<file path="src/rtl/uart_rx_pkg.sv">
// Shared types for the UART receive buffer: the stored frame entry
// and its packed width.
package uart_rx_pkg;

    localparam int RX_ENTRY_W = 10;

    typedef struct packed {
        logic [7:0] data;
        logic       par_err;
        logic       stp_err;
    } rx_entry_t;

    function automatic logic entry_is_err(input rx_entry_t e);
        return e.par_err | e.stp_err;
    endfunction

endpackage

</file>
<file path="src/rtl/uart_rx_fifo_mem.sv">
// Entry storage for the receive FIFO: synchronous write, asynchronous
// read, no reset on the array.
module uart_rx_fifo_mem
    import uart_rx_pkg::*;
#(
    parameter int DEPTH = 8,
    parameter int AW    = $clog2(DEPTH)
) (
    input  logic            clk,
    input  logic            we_i,
    input  logic [AW-1:0]   waddr_i,
    input  rx_entry_t       wdata_i,
    input  logic [AW-1:0]   raddr_i,
    output rx_entry_t       rdata_o
);

    rx_entry_t mem_q [DEPTH];

    always_ff @(posedge clk) begin
        if (we_i) begin
            mem_q[waddr_i] <= wdata_i;
        end
    end

    assign rdata_o = mem_q[raddr_i];

endmodule

</file>
<file path="src/rtl/uart_rx_fifo.sv">
// Receive-side FWFT byte buffer: detects completed UART frames, stores
// them with their error tags and drains through a valid/ready port.
module uart_rx_fifo
    import uart_rx_pkg::*;
#(
    parameter int DEPTH    = 8,
    parameter bit DROP_ERR = 1'b0
) (
    input  logic                   clk,
    input  logic                   rst,
    input  logic [7:0]             P_DATA,
    input  logic                   data_valid,
    input  logic                   par_err,
    input  logic                   stp_err,
    output logic [7:0]             rd_data,
    output logic                   rd_par_err,
    output logic                   rd_stp_err,
    output logic                   rd_valid,
    input  logic                   rd_ready,
    output logic [$clog2(DEPTH):0] count,
    output logic                   full,
    output logic                   empty,
    output logic                   overflow,
    input  logic                   ovf_clr,
    output logic [7:0]             err_drop_cnt
);

    localparam int            AW       = $clog2(DEPTH);
    localparam int            CW       = AW + 1;
    localparam logic [CW-1:0] FULL_CNT = CW'(DEPTH);

    logic          dv_q, pe_q, se_q;
    logic [AW-1:0] wr_ptr_q, wr_ptr_d;
    logic [AW-1:0] rd_ptr_q, rd_ptr_d;
    logic [CW-1:0] count_q, count_d;
    logic          ovf_q, ovf_d;
    logic [7:0]    drop_q, drop_d;

    logic      frame_ev;
    logic      frame_err;
    logic      want_wr;
    logic      push;
    logic      pop;
    logic      is_full;
    logic      is_empty;
    rx_entry_t wr_entry;
    rx_entry_t rd_entry;

    // Several inputs rising together still describe one frame.
    always_comb begin
        wr_entry  = '{data: P_DATA, par_err: par_err, stp_err: stp_err};
        frame_ev  = (data_valid & ~dv_q)
                  | (par_err & ~pe_q)
                  | (stp_err & ~se_q);
        frame_err = entry_is_err(wr_entry);
        want_wr   = frame_ev & ~(DROP_ERR & frame_err);
    end

    assign is_empty = (count_q == '0);
    assign is_full  = (count_q == FULL_CNT);
    assign pop      = ~is_empty & rd_ready;
    assign push     = want_wr & (~is_full | pop);

    always_comb begin
        wr_ptr_d = wr_ptr_q;
        rd_ptr_d = rd_ptr_q;
        count_d  = count_q;
        ovf_d    = ovf_q;
        drop_d   = drop_q;

        if (push) begin
            wr_ptr_d = wr_ptr_q + AW'(1);
        end
        if (pop) begin
            rd_ptr_d = rd_ptr_q + AW'(1);
        end

        unique case ({push, pop})
            2'b10:   count_d = count_q + CW'(1);
            2'b01:   count_d = count_q - CW'(1);
            default: count_d = count_q;
        endcase

        // A frame lost this cycle outranks a clear request.
        if (want_wr && is_full && !pop) begin
            ovf_d = 1'b1;
        end else if (ovf_clr) begin
            ovf_d = 1'b0;
        end

        if (DROP_ERR && frame_ev && frame_err && drop_q != 8'hFF) begin
            drop_d = drop_q + 8'd1;
        end
    end

    always_ff @(posedge clk) begin
        if (rst) begin
            dv_q     <= 1'b0;
            pe_q     <= 1'b0;
            se_q     <= 1'b0;
            wr_ptr_q <= '0;
            rd_ptr_q <= '0;
            count_q  <= '0;
            ovf_q    <= 1'b0;
            drop_q   <= '0;
        end else begin
            dv_q     <= data_valid;
            pe_q     <= par_err;
            se_q     <= stp_err;
            wr_ptr_q <= wr_ptr_d;
            rd_ptr_q <= rd_ptr_d;
            count_q  <= count_d;
            ovf_q    <= ovf_d;
            drop_q   <= drop_d;
        end
    end

    uart_rx_fifo_mem #(
        .DEPTH (DEPTH),
        .AW    (AW)
    ) u_mem (
        .clk     (clk),
        .we_i    (push & ~rst),
        .waddr_i (wr_ptr_q),
        .wdata_i (wr_entry),
        .raddr_i (rd_ptr_q),
        .rdata_o (rd_entry)
    );

    // The array is never reset, so mask the head while nothing is stored.
    assign rd_data      = is_empty ? 8'h00 : rd_entry.data;
    assign rd_par_err   = is_empty ? 1'b0  : rd_entry.par_err;
    assign rd_stp_err   = is_empty ? 1'b0  : rd_entry.stp_err;
    assign rd_valid     = ~is_empty;
    assign count        = count_q;
    assign full         = is_full;
    assign empty        = is_empty;
    assign overflow     = ovf_q;
    assign err_drop_cnt = drop_q;

endmodule
</file>
<file path="config.mk">
export PLATFORM = sky130hd
export DESIGN_NAME = uart_rx_fifo
export DESIGN_NICKNAME = d
export VERILOG_FILES = /design/src/rtl/uart_rx_pkg.sv /design/src/rtl/uart_rx_fifo_mem.sv /design/src/rtl/uart_rx_fifo.sv
export SDC_FILE = /design/constraint.sdc
export NUM_CORES = 1
export LEC_CHECK = 0
export CAP_MARGIN = 15
export CORE_ASPECT_RATIO = 0.6
export CORE_MARGIN = 1
export CORE_UTILIZATION = 45
export CTS_CLUSTER_SIZE = 16
export DETAILED_ROUTE_END_ITERATION = 16
export DONT_BUFFER_PORTS = 1
export PLACE_DENSITY = 0.65
export SKIP_CTS_REPAIR_TIMING = 1
export SLEW_MARGIN = 20
export SYNTH_ARGS = -nofsm -noshare
export SYNTH_HDL_FRONTEND = slang
export SYNTH_SLANG_ARGS = --single-unit
</file>
<file path="constraint.sdc">
create_clock -name clk -period 3.35 [get_ports clk]
set_input_delay 0.335 -clock clk [delete_from_list [all_inputs] [get_ports clk]]
set_output_delay 0.335 -clock clk [all_outputs]
set_load 0.05 [all_outputs]
</file>
# Word level (Yosys, flattened, before mapping)
# Memory sizes are Yosys's and may differ from the RTL's. A register that Yosys moved wholly into a read port is not among the register bits.
# Cells that the tools add are included.
# totals
output_inout_bits	26
inputBits	15
wordCells	46
reg_bits	14
ramBits	80
mem_count	1
# mem_list
name	depth	width	read_ports	rd_clocked_by_memory_dff	write_ports	line	source
u_mem.mem_q	8	10	1	1	1	uart_rx_fifo_mem.sv:17	rx_entry_t mem_q [DEPTH];
# classes
bitwise	15
reduce_logical	6
addsub	4
n_eq_ne	3
mux	10
# op_table
cell	count
$mux 8	1
$pmux 4 s2	1
$add 3x1->3 const B	2
$and 1x1->1	6
$mux 1	6
$mux 3	2
$not 1->1	6
$add 4x1->4 const B	1
$eq 4x4->1 const B	1
$logic_not 4->1	1
$reduce_bool 2->1	2
$sub 4x1->4 const B	1
$or 1x1->1	3
$eq 2x1->1 const B	1
$eq 2x2->1 const B	1
$logic_and 1x1->1	2
$logic_not 1->1	1

# Depth between registers and ports, before layout
# logic_depth
word_depth	8
ltp_mapped	8
depth_no_buf	7

# Modules after synthesis
# A second synthesis with hierarchy kept.
# hier_totals
hier_cells	230
area_unflattened_um2	4000.1
# by_module_without_submodules
module	seq_area_each_um2	cells_each	area_per_inst_um2	instances
uart_rx_fifo_mem	2402.3	128	3133.0	1
uart_rx_fifo	280.3	102	867.1	1

# Worst setup path after synthesis
# No wires, ideal clock.
# synth_timing
kind	register -> register
from	reg count_q[0], in the netlist count[0]
to	mem u_mem.mem_q[0][0] (netlist bit) (enable)
setup_ps	403
arrival_time_ps	2442
period_less_slack_ps	2845
path_stages_with_launch	5
path_buffers	0
setup_slack_ps	505
t_required_ps	2947
path_cell_list	dfxtp_1 -> nor3_1 -> a32oi_1 -> nand2b_1 -> nor4_1
# synth_via
elab_chain_cells	8
word_cells_on_any_way	10
classes_between	eq/ne (1); mux (2); bitwise (6); reduce/logical (1)
# synth_rtl
item	line	source
start: declaration	uart_rx_fifo.sv:35	logic [CW-1:0] count_q, count_d;
start signal: assignment	uart_rx_fifo.sv:112	count_q <= count_d;
$logic_not 4->1	uart_rx_fifo.sv:59	assign is_empty = (count_q == '0);
$not 1->1	uart_rx_fifo.sv:61	assign pop = ~is_empty & rd_ready;
$and 1x1->1	uart_rx_fifo.sv:61	
$or 1x1->1 *	uart_rx_fifo.sv:62	assign push = want_wr & (~is_full | pop);
$and 1x1->1 *	uart_rx_fifo.sv:62	
$and 1x1->1 *	uart_rx_fifo.sv:123	.we_i (push & ~rst),
$mux 1 *	uart_rx_fifo_mem.sv:20	if (we_i) begin
$mux 1 (not written as such) *	uart_rx_fifo_mem.sv:21	mem_q[waddr_i] <= wdata_i;
end: declaration	uart_rx_fifo_mem.sv:17	
# Every way passes the cells marked *; elsewhere a longest branch is shown, timed or not.

# Final worst setup path
# layout_timing
from	reg count_q[2], in the netlist count[2]
to	mem u_mem.mem_q[4][0] (netlist bit) (enable)
# Same word-level chain as after synthesis.

==> flow_summary.yaml <==
cts:
  clock-sinks: 97
  clkTransAtPathRegs_ns: 0.06
  cts_buffers: 9
  clock_path_buffers: 2
  cts_tree: "done"
  h-tree-depth: 3
  clock_latency_ns: 0.34
  cts_root_buffer: "clkbuf_16"
synth:
  synth.avg_cell_area_um2: 16.8
  synth_cell_types: 35
  synth_cells: 236
  synth_area_um2: 3960
  ys_seq_area_share_pct: 69.3
  synthArstFlopShare_pct: 0
  ys.flop_type: "edfxtp_1"
  synth_edf_count: 80
  yosysWarnings: 0
  ys_ff_latch: 97
grt:
  grt_pass1_wl_mm: 11.4
  track_usage_pct: 18.1
  antenna_found_initial: 0
  grt_max_degree: 24
  overflow: 0
  grt_pass1_vias: 2096
worst_setup_path:
  required_ns: 3.40
  r2r-start: "count[2]"
  worstReg2RegEnd: "u_mem.mem_q[4][0]"
  reg2reg_slack_ns: 0.58
  crit_slowest_cell: "dfxtp_1"
  startpoint: "count[2]"
  reg2reg_depth: 5
  endpoint_kind: "flip-flop"
  worstPathArrival_ns: 2.83
  path_max_fanout: 8
  path_buf_inv: 1
  crit_family: "simple AND/OR/NAND/NOR gates"
  startpoint_type: "flip-flop"
  critPathKind: "reg2reg"
  crit_end: "u_mem.mem_q[4][0]"
  slowest_delay_ns: 0.78
  path_cells: "nor3_1, a32oi_1, nand2_1, nor4_2, buf_4"
  cp.depth: 5
floorplan:
  core_area_um2: 8520
  die_h_um: 74.6
  io_pins: 41
  num_rows: 26
  die_area_um2: 9180
  start_util_pct: 46.4
  dieWidth_um: 123
sta:
  max_freq_ghz: 0.361
  rsz0062_at_grt: "false"
  fin_tns_setup_ns: 0
  holdWs_ns: 0.0640
  fin_crit_sh_pct: 82.8
  finalSetupViolations: 0
  slew_headroom_pct: 48.9
  skew_ns: 0.00683
  period_needed_ns: 2.77
  tightest_slew_ns: 0.760
  hold_violations: 0
  slew_violations: 0
cells_and_area:
  stdcell_count: 377
  nets: 278
  layout_commonest_cell: "edfxtp_1"
  postLayoutCellArea_um2: 4490
  n_fill_cell: 722
  seq_area_um2: 2740
  synthToLayoutAreaGrowth_pct: 13.6
  drive_gt1_share_pct: 24.5
  multi_input_area_um2: 1120
  final_cell_mix: "edfxtp_1 (80), nor2_1 (26), buf_4 (24)"
  antenna_cells: 0
routing:
  wl_per_cell_um: 19.2
  viasPerCell: 5.40
  dr.pass1.iters: 4
  drt-total-wl_mm: 7.24
  via_count: 2034
  drc: 0
  drt_iter0_drc: 190
  drtAntennaViolNets: 0
placed_design:
  routabilityCongestion: 0.834
  dp.cells: 361
  dp_hpwl_mm: 4.82
  placed_area_um2: 4200
  port_buffers: 0
pwr:
  ir_worst_vdd_mv: 0.428
  p_per_area_nw_per_um2: 809
  p_total_mw: 3.64
  leakage_nw: 1.50
run:
  cap_violations: 0
status:
  status: "finished clean"
worst_hold_path:
  hold_path.class: "in2reg"
==> kinds of logic (layout without fill, tap and decap cells) <==
kind of cell | Yosys count | in the layout | synth area share, %
muxes | 34 | 34 | 15.0
AOI/OAI and AO/OA | 13 | 13 | 2.53
adders and majority gates | 3 | 3 | 0.949
xor gates and xnor gates | 4 | 4 | 0.886
buffers and inverters | 21 | 43 | 3.23
other | 1 | 8 | 0.0948
DFF | 97 | 97 | 69.3
and+or+nand+nor | 63 | 63 | 7.97
==> layout make-up <==
type                       instances  area share [%]
inverter                           3           0.251
multi-input combinational        125            25.0
tap                              112            3.12
sequential                        97            61.0
timing repair buffer              24            4.01
clock inverter                     7            1.56
clock buffer                       9            5.01
==> per-stage QoR <==
step | utilization (%) | worst slack [ns]
6_report | 52.7 | 0.577
5_1_grt | 52.7 | 0.381
2_1_floorplan | - | 0.505
3_5_place_dp | 49.3 | 0.587
4_1_cts | 52.7 | 0.577
3_3_place_gp | 49.3 | 0.696
==> registers in the layout, summed over array words and instances (netlist names), named ones only <==
name	cells
wr_ptr_q	3
dv_q	1
rd_ptr_q	3
count	4
u_mem.mem_q	80
se_q	1
pe_q	1
overflow	1
==> cells in the mapped netlist (2+ instances only) <==
cell type | number | share of area, %
nand2_1 | 8 | 0.76
nor4_1 | 2 | 0.32
xor2_1 | 3 | 0.66
ha_1 | 3 | 0.95
a32oi_1 | 3 | 0.66
nor2b_1 | 9 | 1.4
buf_6 | 2 | 0.57
edfxtp_1 | 80 | 61
mux4_2 | 20 | 11
nand3_1 | 4 | 0.51
or3_1 | 2 | 0.32
nor2_1 | 26 | 2.5
buf_4 | 8 | 1.5
a21oi_1 | 4 | 0.51
mux2i_1 | 12 | 3.0
clkbuf_1 | 4 | 0.38
buf_2 | 3 | 0.38
mux2_1 | 2 | 0.57
dfxtp_1 | 17 | 8.6
nand2b_1 | 7 | 1.1
inv_1 | 3 | 0.28
==> metal layers <==
metal	share of wire, %	vias to the layer above	global-route usage, %	wire length [µm]
met1	50	1038	27.1	3640
met4	0.87	0	5.22	63
met2	43	53	25.1	3120
met3	5.6	7	6.14	406
met5	0	-	0	0
li1	-	936	-	-
==> report_power, final <==
group	total, mW	switching (mW)	internal, mW	leakage [nW]
sequential	1.43	0.0551	1.37	0.864
clock	1.00	0.425	0.578	0.147
combinational	1.20	0.792	0.411	0.487
==> worst min-delay path by stage <==
| stage | startpoint | end | slack, ns | cells past startpoint |
|---|---|---|---|---|
| after global placement | rst | pe_q | 0.41 | 1 |
| final | rst | wr_ptr_q[1] | 0.06 | 1 |
| after detailed placement | rst | flip-flop | 0.41 | 1 |
| after global routing | rst | wr_ptr_q[0] | 0.04 | 1 |
| after CTS | rst | pe_q | 0.04 | 1 |
| after floorplan | stp_err | u_mem.mem_q[0][0] | 0.43 | 0 |
(Power assumes the default switching activity.)
